**src/rtl/elevator_call_scheduler.sv**
```systemverilog
// Elevator call scheduler: latches hall and cabin calls and hands the motion
// controller one target floor at a time, sweeping in a committed direction.
module elevator_call_scheduler #(
  parameter int FLOOR_COUNT = 10,
  parameter int FLOOR_W     = 4
) (
  input  logic                   clock,
  input  logic                   reset,
  input  logic [FLOOR_COUNT-1:0] hall_up_req,
  input  logic [FLOOR_COUNT-1:0] hall_dn_req,
  input  logic [FLOOR_COUNT-1:0] cabin_req,
  input  logic [FLOOR_W-1:0]     cur_floor,
  input  logic                   arrived,
  input  logic                   target_ready,
  output logic                   target_valid,
  output logic [FLOOR_W-1:0]     target_floor,
  output logic                   dir_up,
  output logic                   busy,
  output logic [FLOOR_COUNT-1:0] pending_up,
  output logic [FLOOR_COUNT-1:0] pending_dn,
  output logic [FLOOR_COUNT-1:0] pending_cab
);

  typedef enum logic [2:0] {
    ST_IDLE   = 3'd0,
    ST_SELECT = 3'd1,
    ST_ISSUE  = 3'd2,
    ST_MOVING = 3'd3,
    ST_SERVE  = 3'd4
  } state_t;

  state_t                 state_r, state_nxt_s;
  logic [FLOOR_COUNT-1:0] pending_up_r, pending_dn_r, pending_cab_r;
  logic                   target_valid_r, dir_up_r, busy_r;
  logic [FLOOR_W-1:0]     target_floor_r;

  logic [FLOOR_COUNT-1:0] above_s, below_s, at_s, tgt_above_s, tgt_below_s;
  logic [FLOOR_COUNT-1:0] any_s, qual_up_s, qual_dn_s;
  logic [FLOOR_COUNT-1:0] near_up_v_s, far_up_v_s, near_dn_v_s, far_dn_v_s;
  logic [FLOOR_COUNT-1:0] rt_up_v_s, rt_dn_v_s;
  logic [FLOOR_COUNT-1:0] clr_up_s, clr_dn_s, clr_cab_s;
  logic                   cur_ok_s, here_s, beyond_up_s, beyond_dn_s, beyond_dir_s;
  logic                   cand_s, cand_rev_s, retgt_s, serve_s;
  logic [FLOOR_W-1:0]     cand_idx_s, retgt_idx_s;

  function automatic logic [FLOOR_W-1:0] low_idx(input logic [FLOOR_COUNT-1:0] v);
    logic [FLOOR_W-1:0] r;
    r = {FLOOR_W{1'b0}};
    for (int i = FLOOR_COUNT - 1; i >= 0; i--) r = v[i] ? FLOOR_W'(i) : r;
    return r;
  endfunction

  function automatic logic [FLOOR_W-1:0] high_idx(input logic [FLOOR_COUNT-1:0] v);
    logic [FLOOR_W-1:0] r;
    r = {FLOOR_W{1'b0}};
    for (int i = 0; i < FLOOR_COUNT; i++) r = v[i] ? FLOOR_W'(i) : r;
    return r;
  endfunction

  // Floor position masks relative to the cabin and to the current target.
  always_comb begin
    above_s     = {FLOOR_COUNT{1'b0}};
    below_s     = {FLOOR_COUNT{1'b0}};
    at_s        = {FLOOR_COUNT{1'b0}};
    tgt_above_s = {FLOOR_COUNT{1'b0}};
    tgt_below_s = {FLOOR_COUNT{1'b0}};
    for (int i = 0; i < FLOOR_COUNT; i++) begin
      above_s[i]     = (FLOOR_W'(i) > cur_floor);
      below_s[i]     = (FLOOR_W'(i) < cur_floor);
      at_s[i]        = (FLOOR_W'(i) == cur_floor);
      tgt_above_s[i] = (FLOOR_W'(i) > target_floor_r);
      tgt_below_s[i] = (FLOOR_W'(i) < target_floor_r);
    end
  end

  assign any_s       = pending_up_r | pending_dn_r | pending_cab_r;
  assign qual_up_s   = pending_cab_r | pending_up_r;
  assign qual_dn_s   = pending_cab_r | pending_dn_r;
  assign cur_ok_s    = (int'(cur_floor) < FLOOR_COUNT);
  assign near_up_v_s = above_s & qual_up_s;
  assign far_up_v_s  = above_s & pending_dn_r;
  assign near_dn_v_s = below_s & qual_dn_s;
  assign far_dn_v_s  = below_s & pending_up_r;
  assign here_s      = |(at_s & any_s);
  assign beyond_up_s = |(above_s & any_s);
  assign beyond_dn_s = |(below_s & any_s);
  assign beyond_dir_s = dir_up_r ? beyond_up_s : beyond_dn_s;

  // Re-target only to a call that the cabin passes before reaching its target.
  assign rt_up_v_s   = near_up_v_s & tgt_below_s;
  assign rt_dn_v_s   = near_dn_v_s & tgt_above_s;
  assign retgt_s     = cur_ok_s & (dir_up_r ? (|rt_up_v_s) : (|rt_dn_v_s));
  assign retgt_idx_s = dir_up_r ? low_idx(rt_up_v_s) : high_idx(rt_dn_v_s);

  assign serve_s   = (state_r == ST_SERVE);
  assign clr_cab_s = at_s;
  assign clr_up_s  = at_s & {FLOOR_COUNT{dir_up_r | ~beyond_dir_s}};
  assign clr_dn_s  = at_s & {FLOOR_COUNT{~dir_up_r | ~beyond_dir_s}};

  // Target choice: nearest same-way call ahead, farthest opposite call ahead, here, then reverse.
  always_comb begin
    cand_s     = 1'b0;
    cand_rev_s = 1'b0;
    cand_idx_s = cur_floor;
    if (!cur_ok_s) begin
      cand_s = 1'b0;
    end else if (dir_up_r) begin
      if (|near_up_v_s) begin
        cand_s = 1'b1; cand_idx_s = low_idx(near_up_v_s);
      end else if (|far_up_v_s) begin
        cand_s = 1'b1; cand_idx_s = high_idx(far_up_v_s);
      end else if (here_s) begin
        cand_s = 1'b1; cand_idx_s = cur_floor;
      end else if (|near_dn_v_s) begin
        cand_s = 1'b1; cand_rev_s = 1'b1; cand_idx_s = high_idx(near_dn_v_s);
      end else if (|far_dn_v_s) begin
        cand_s = 1'b1; cand_rev_s = 1'b1; cand_idx_s = low_idx(far_dn_v_s);
      end else begin
        cand_s = 1'b0;
      end
    end else begin
      if (|near_dn_v_s) begin
        cand_s = 1'b1; cand_idx_s = high_idx(near_dn_v_s);
      end else if (|far_dn_v_s) begin
        cand_s = 1'b1; cand_idx_s = low_idx(far_dn_v_s);
      end else if (here_s) begin
        cand_s = 1'b1; cand_idx_s = cur_floor;
      end else if (|near_up_v_s) begin
        cand_s = 1'b1; cand_rev_s = 1'b1; cand_idx_s = low_idx(near_up_v_s);
      end else if (|far_up_v_s) begin
        cand_s = 1'b1; cand_rev_s = 1'b1; cand_idx_s = high_idx(far_up_v_s);
      end else begin
        cand_s = 1'b0;
      end
    end
  end

  // Next-state logic.
  always_comb begin
    state_nxt_s = state_r;
    case (state_r)
      ST_IDLE: begin
        if (|any_s) state_nxt_s = ST_SELECT;
        else        state_nxt_s = ST_IDLE;
      end
      ST_SELECT: begin
        if (cand_s) state_nxt_s = ST_ISSUE;
        else        state_nxt_s = ST_IDLE;
      end
      ST_ISSUE: begin
        if (target_ready) state_nxt_s = ST_MOVING;
        else              state_nxt_s = ST_ISSUE;
      end
      ST_MOVING: begin
        if (arrived)      state_nxt_s = ST_SERVE;
        else if (retgt_s) state_nxt_s = ST_ISSUE;
        else              state_nxt_s = ST_MOVING;
      end
      ST_SERVE: state_nxt_s = ST_SELECT;
      default:  state_nxt_s = ST_IDLE;
    endcase
  end

  // State register.
  always_ff @(posedge clock or posedge reset) begin
    if (reset) state_r <= ST_IDLE;
    else       state_r <= state_nxt_s;
  end

  // Call latches, registered outputs, target and direction updates.
  always_ff @(posedge clock or posedge reset) begin
    if (reset) begin
      pending_up_r   <= {FLOOR_COUNT{1'b0}};
      pending_dn_r   <= {FLOOR_COUNT{1'b0}};
      pending_cab_r  <= {FLOOR_COUNT{1'b0}};
      target_valid_r <= 1'b0;
      target_floor_r <= {FLOOR_W{1'b0}};
      dir_up_r       <= 1'b1;
      busy_r         <= 1'b0;
    end else begin
      // New presses are OR-ed in after the clear so a press always wins.
      pending_up_r   <= (pending_up_r  & ~(clr_up_s  & {FLOOR_COUNT{serve_s}})) | hall_up_req;
      pending_dn_r   <= (pending_dn_r  & ~(clr_dn_s  & {FLOOR_COUNT{serve_s}})) | hall_dn_req;
      pending_cab_r  <= (pending_cab_r & ~(clr_cab_s & {FLOOR_COUNT{serve_s}})) | cabin_req;
      target_valid_r <= (state_nxt_s == ST_ISSUE);
      busy_r         <= (state_nxt_s != ST_IDLE);
      case (state_r)
        ST_SELECT: begin
          if (cand_s) target_floor_r <= cand_idx_s;
          if (cand_s && cand_rev_s) dir_up_r <= ~dir_up_r;
        end
        ST_MOVING: begin
          if (!arrived && retgt_s) target_floor_r <= retgt_idx_s;
        end
        ST_SERVE: begin
          if (!beyond_dir_s) dir_up_r <= ~dir_up_r;
        end
        default: begin
        end
      endcase
    end
  end

  assign target_valid = target_valid_r;
  assign target_floor = target_floor_r;
  assign dir_up       = dir_up_r;
  assign busy         = busy_r;
  assign pending_up   = pending_up_r;
  assign pending_dn   = pending_dn_r;
  assign pending_cab  = pending_cab_r;

endmodule

```
**config.mk**
```make
export PLATFORM = sky130hd
export DESIGN_NAME = elevator_call_scheduler
export DESIGN_NICKNAME = d
export VERILOG_FILES = /design/src/rtl/elevator_call_scheduler.sv
export SDC_FILE = /design/constraint.sdc
export NUM_CORES = 1
export LEC_CHECK = 0
export ABC_AREA = 1
export CAP_MARGIN = 30
export CORE_MARGIN = 2
export CORE_UTILIZATION = 55
export DETAILED_ROUTE_END_ITERATION = 10
export PLACE_DENSITY = 0.95
export SLEW_MARGIN = 30
export SYNTH_ARGS = -nofsm -noshare
export SYNTH_HDL_FRONTEND = slang
export SYNTH_SLANG_ARGS = --single-unit
```
**constraint.sdc**
```tcl
create_clock -name clock -period 6.06 [get_ports clock]
set_input_delay 1.818 -clock clock [delete_from_list [all_inputs] [get_ports clock]]
set_output_delay 1.818 -clock clock [all_outputs]
set_load 0.01 [all_outputs]
```
# [Yosys cells after proc, flatten, opt, wreduce, memory -nomap -nowiden]
# Cells that the tools add are included.
[classes] reduce_logical=20 div=0 eq_ne=18 magnitude_cmp=41 n_addsub=0 n_mul=0 shift=0 bitwise_logic=32 mux=104
[ops] operator="4-bit 2-to-1 mux" count=51
[ops] operator="10-bit bitwise AND" count=17
[ops] operator="10-bit OR reduction" count=10
[ops] operator="10-bit bitwise OR" count=7
[ops] operator="3-bit 2-to-1 mux" count=13
[ops] operator="3-bit by 4-bit greater-than comparator with 1-bit output, first input constant" count=8
[ops] operator="3-bit by 4-bit less-than comparator with 1-bit output, first input constant" count=8
[ops] operator="1-bit 2-to-1 mux" count=30
[ops] operator="10-bit inverter" count=3
[ops] operator="3-bit by 4-bit equality test with 1-bit output, first input constant" count=4
[ops] operator="1-bit by 4-bit greater-than comparator with 1-bit output, first input constant" count=4
[ops] operator="2-bit by 4-bit greater-than comparator with 1-bit output, first input constant" count=4
[ops] operator="4-bit greater-than comparator, first input constant" count=4
[ops] operator="1-bit by 4-bit less-than comparator with 1-bit output, first input constant" count=4
[ops] operator="2-bit by 4-bit less-than comparator with 1-bit output, first input constant" count=4
[ops] operator="4-bit less-than comparator, first input constant" count=4
[ops] operator="3-bit case mux with 5 select lines" count=1
[ops] operator="2-bit 2-to-1 mux" count=7
[ops] operator="3-bit by 2-bit equality test with 1-bit output, second input constant" count=3
[ops] operator="2-bit by 4-bit equality test with 1-bit output, first input constant" count=2
[ops] operator="4-bit equality test, first input constant" count=2
[ops] operator="2-bit inequality test, second input constant" count=4
[ops] operator="4-bit case mux with 2 select lines" count=1
[ops] operator="3-bit AND reduction" count=2
[ops] operator="14 further kinds" count=18
[word_totals] out_inout_bits=37 mem_bits_ro=0 elab_cells=223 ram_bits=0 ff_bits=40 latch_bits=0 mem_count=0

# [Logic depth before layout (Yosys ltp)]
[logic_depth] word_depth=21 ltp_mapped=21

# [Worst setup path after synthesis]
# OpenSTA, ideal clock, no wires.
[synth_timing] path_type="input -> register" startpoint="input port cur_floor[1]" endpoint="register target_floor_r[2] (netlist: target_floor[2])" t_arrival_ps=3395 t_required_ps=5934 n_path_buf=1 stages=19 path_slack_ps=2539 setup_time_ps=126 cell_sequence="buf_2 -> nand2_1 -> nand2_4 -> nor2_4 -> inv_2 -> o21ai_2 -> nand2_1 -> inv_1 -> nand3_2 -> nor2_2 -> nand2_1 -> inv_2 -> nand2_1 -> nand3_2 -> nand2_2 -> inv_2 -> nor2_1 -> nand2_1 -> o21ai_0"
[synth_via] elab_chain_cells=20 word_cells_on_any_way=124 cone_classes="order compare (21); eq/ne (11); mux (74); bitwise (8); reduce/logical (10)"
[synth_rtl] item="start, declared" line_no="12" rtl="input logic [FLOOR_W-1:0] cur_floor,"
[synth_rtl] item="4-bit less-than comparator" line_no="69" rtl="below_s[i] = (FLOOR_W'(i) < cur_floor);"
[synth_rtl] item="10-bit bitwise AND" line_no="83" rtl="assign far_dn_v_s = below_s & pending_up_r;"
[synth_rtl] item="4-bit 2-to-1 mux (9 in a row)" line_no="49" rtl="for (int i = FLOOR_COUNT - 1; i >= 0; i--) r = v[i] ? FLOOR_W'(i) : r;"
[synth_rtl] item="4-bit 2-to-1 mux" line_no="116" rtl="end else if (|far_dn_v_s) begin"
[synth_rtl] item="4-bit 2-to-1 mux" line_no="114" rtl="end else if (|near_dn_v_s) begin"
[synth_rtl] item="4-bit 2-to-1 mux" line_no="112" rtl="end else if (here_s) begin"
[synth_rtl] item="4-bit 2-to-1 mux" line_no="110" rtl="end else if (|far_up_v_s) begin"
[synth_rtl] item="4-bit 2-to-1 mux" line_no="108" rtl="if (|near_up_v_s) begin"
[synth_rtl] item="4-bit 2-to-1 mux" line_no="107" rtl="end else if (dir_up_r) begin"
[synth_rtl] item="4-bit 2-to-1 mux" line_no="105" rtl="if (!cur_ok_s) begin"
[synth_rtl] item="4-bit 2-to-1 mux" line_no="189" rtl="if (cand_s) target_floor_r <= cand_idx_s;"
[synth_rtl] item="4-bit case mux with 2 select lines" line_no="187" rtl="case (state_r)"
[synth_rtl] item="end signal, assigned" line_no="177" rtl="target_floor_r <= {FLOOR_W{1'b0}};"
[synth_rtl] item="end signal, assigned" line_no="189"
[synth_rtl] item="end signal, assigned" line_no="193" rtl="if (!arrived && retgt_s) target_floor_r <= retgt_idx_s;"
[synth_rtl] item="end, declared" line_no="35" rtl="logic [FLOOR_W-1:0] target_floor_r;"
# Parallel ways exist; a longest one is shown, timed or not. The select of a mux whose other input is x is not followed.
# A chain may end at the register's enable or synchronous reset.

# [Worst setup path in the final report]
[layout_timing] startpoint="input port cur_floor[3]" endpoint="register target_floor_r[0] (netlist: target_floor[0])"
[layout_via] elab_chain_cells=21 word_cells_on_any_way=136 cone_classes="order compare (21); eq/ne (11); mux (86); bitwise (8); reduce/logical (10)"
[layout_rtl] item="4-bit less-than comparator" line_no="69"
[layout_rtl] item="10-bit bitwise AND" line_no="83"
[layout_rtl] item="4-bit 2-to-1 mux (10 in a row)" line_no="49"
[layout_rtl] item="4-bit 2-to-1 mux" line_no="116"
[layout_rtl] item="4-bit 2-to-1 mux" line_no="114"
[layout_rtl] item="4-bit 2-to-1 mux" line_no="112"
[layout_rtl] item="4-bit 2-to-1 mux" line_no="110"
[layout_rtl] item="4-bit 2-to-1 mux" line_no="108"
[layout_rtl] item="4-bit 2-to-1 mux" line_no="107"
[layout_rtl] item="4-bit 2-to-1 mux" line_no="105"
[layout_rtl] item="4-bit 2-to-1 mux" line_no="189"
[layout_rtl] item="4-bit case mux with 2 select lines" line_no="187"
# Parallel ways exist; a longest one is shown, timed or not. The select of a mux whose other input is x is not followed.

==> run_results.csv <==
group,metric,value,unit
setup_path,critPathRequiredTime,6.24,ns
sta,finalSetupViolCount,0,
logic_synthesis,ys_ff_latch,40,
grt,grt_usage,0.365,
finish,antenna_cells,0,
sta,timing.fmax,223,MHz
clock_tree,cts_resized,0,
route,dr.pass1.iters,6,
logic_synthesis,yosysSeqAreaShare,0.309,
hold_path,hold_class,"register to register",
sta,max_slew_margin,0.558,
grt,grt_pass1_wl,18200,µm
grt,grt_pass1_vias,3730,
grt,globalRouteMet2Util,0.603,
finish,nNetsFinal,635,
logic_synthesis,synthCells,519,
setup_path,arrival,4.67,ns
route,drtIter0Drc,615,
grt,overflow,0,
hold_path,min_from,"pending_cab[9]$_DFF_PP0_",
sta,slew_violations,0,
logic_synthesis,syn-num-nets,557,
finish,fillers,465,
grt,grt_use_met3,0.0778,
run,cap_violations,0,
floorplanning,fp.dieW,80.8,µm
setup_path,critical_path_class,"primary input to register",
route,avgViaCountPerCell,5.98,
logic_synthesis,synth_top_flop_cell,"dfrtp_1",
place,io_buffers,74,
finish,drive_gt1_frac,0.0719,
pwr,power_density,227,mW/mm²
clock_tree,cts_max_path_buffers,2,
grt,groute.layer.met1.usage,0.472,
floorplanning,fp.dieH,80.8,µm
logic_synthesis,synth_commonest_cells,"157 x nand2_1, 72 x inv_1, 59 x nor2_1",
logic_synthesis,synth_edf_count,0,
clock_tree,cts_buffers,5,
clock_tree,tritoncts,"yes",
floorplanning,start_util,0.578,
place,gp_congestion,1.05,
route,ant_nets,0,
setup_path,crit_path_end_kind,"register",
logic_synthesis,yosysMostFrequentCell,"nand2_1",
logic_synthesis,syn_area,0.00324,mm²
floorplanning,dieArea,0.00652,mm²
floorplanning,num_io_pins,75,
logic_synthesis,syn_area_per_cell,6.24,µm²
logic_synthesis,yosysUniqueCellTypes,40,
logic_synthesis,synth_top_cell_by_area,"dfrtp_1",
sta,grt_setup_unrepaired,"false",
pwr,ir_drop,0.209,mV
route,drt_wl_total,11200,µm
sta,fin_setup_tns,0,ns
clock_tree,postCtsSetupBuffers,0,
sta,finClkSkew,0.00601,ns
outcome,status,"completed",
clock_tree,clock-sinks,40,
setup_path,rr_startpoint,"pending_up[9]$_DFF_PP0_",
floorplanning,coreArea,0.00561,mm²
sta,layout_setup_ws,1.57,ns
sta,hold_viol,0,
place,dpl.hpwl,8870,µm
clock_tree,cts_hold_buf,0,
route,post-route-drc-count,0,
setup_path,path_max_fanout,13,
clock_tree,cts_root_buf,"clkbuf_8",
finish,syn2layout_area_growth,28.0,%
logic_synthesis,synth_top_cells_by_area,"dfrtp_1 30%, nand2_1 18%, inv_1 8.3%",
clock_tree,path_clk_slew,0.08,ns
floorplanning,rows,27,
grt,grt_max_degree,41,
logic_synthesis,yosysWarnings,0,
clock_tree,clk-insertion-delay-late,0.29,ns
sta,period_minus_slack,4.49,ns
grt,grt-busiest-layer,"met2",
route,vias,4005,
place,pre_cts_ws,1.39,ns
sta,period_share,0.741,
setup_path,cp-start-kind,"primary input",
grt,antenna_found_initial,0,
clock_tree,h-tree-depth,2,
logic_synthesis,synth_top_area_share,0.301,
setup_path,critPathLaunch,"cur_floor[3]",
sta,worst_pin_slew,0.661,ns
pwr,leakage,2.07,nW
route,wire_per_inst,16.8,µm
logic_synthesis,async_flop_share,1.00,
state kept, by name, indices dropped and copies added (netlist names):
signal        cells
dir_up            1
pending_up       10
pending_dn       10
pending_cab      10
busy              1
target_valid      1
target_floor      4
state_r           3
final cells by class:
type	instances	area, µm²	area share
flip-flops and latches	40	1000	0.242
clock inverters	2	10.0	0.00241
inverters	79	297	0.0715
clock buffers	6	82.6	0.0199
multi-input cells	396	1920	0.462
repair buffers	75	748	0.180
well taps	72	90.1	0.0217
report_power, final:
part	switching [mW]	total [mW]	leakage, nW	internal, mW
Clock	0.0968	0.188	0.0510	0.0910
Combinational	0.255	0.419	1.64	0.163
Sequential	0.0404	0.335	0.383	0.295
Total	0.393	0.942	2.07	0.549
worst max-delay path, stage by stage:
cell	delay (ns)
clkdlybuf4s50_1	0.75
nor2_4	0.37
nand2_2	0.14
a21oi_1	0.38
inv_1	0.15
o21ai_1	0.25
nor2_1	0.12
nand4_1	0.14
o211ai_1	0.12
nand2_2	0.11
inv_2	0.06
a21oi_1	0.16
a21oi_1	0.10
final timing paths:
| path | to | slack [ns] | cells after the start |
|---|---|---|---|
| max | target_floor[0]$_DFFE_PP0P_ | 1.57 | 13 |
| min | pending_cab[9]$_DFF_PP0_ | 0.55 | 1 |
| max reg2reg | dir_up$_DFFE_PP1P_ | 3.60 | 15 |
| min reg2reg | pending_cab[9]$_DFF_PP0_ | 0.55 | 1 |
| max in group asynchronous | dir_up$_DFFE_PP1P_ | 3.73 | 3 |
| min in group asynchronous | pending_dn[0]$_DFF_PP0_ | 1.95 | 3 |
logic make-up after synthesis:
logic type             share of synthesized area
and+or+nand+nor                            0.384
AOI/OAI and AO/OA                          0.208
buffers and inverters                     0.0992
DFF                                        0.309
layer usage:
metal	vias to the layer above	routed length, µm
li1	1830	-
met3	65	1300
met2	297	5260
met5	-	0
met4	0	449
met1	1813	4230
cells in the final DEF, fill, tap and decap left out, types with 4 or more instances in the layout:
cell             count
nor2_1              59
nand2_2              4
o21ai_0             39
clkdlybuf4s50_1     74
nor2_2               5
o21bai_1            13
nand3_2              4
o21ai_1              7
inv_1               72
a21oi_1             20
nand3_1             25
a21o_1              15
nor3_1              15
clkbuf_8             6
inv_2                6
dfrtp_1             39
nand2_1            157
through the flow:
stage	util	hold slack, ns	cell area (µm²)	power (mW)	std cells
after floorplan	-	0.526	3240	0.600	519
after global placement	0.723	0.502	4050	0.732	662
after detailed placement	0.723	0.532	4050	0.740	662
after CTS	0.739	0.550	4150	0.931	670
after global routing	0.739	0.573	4150	1.01	670
final	0.739	0.553	4150	0.942	670
No activity file was read; power rests on OpenSTA's default activity.
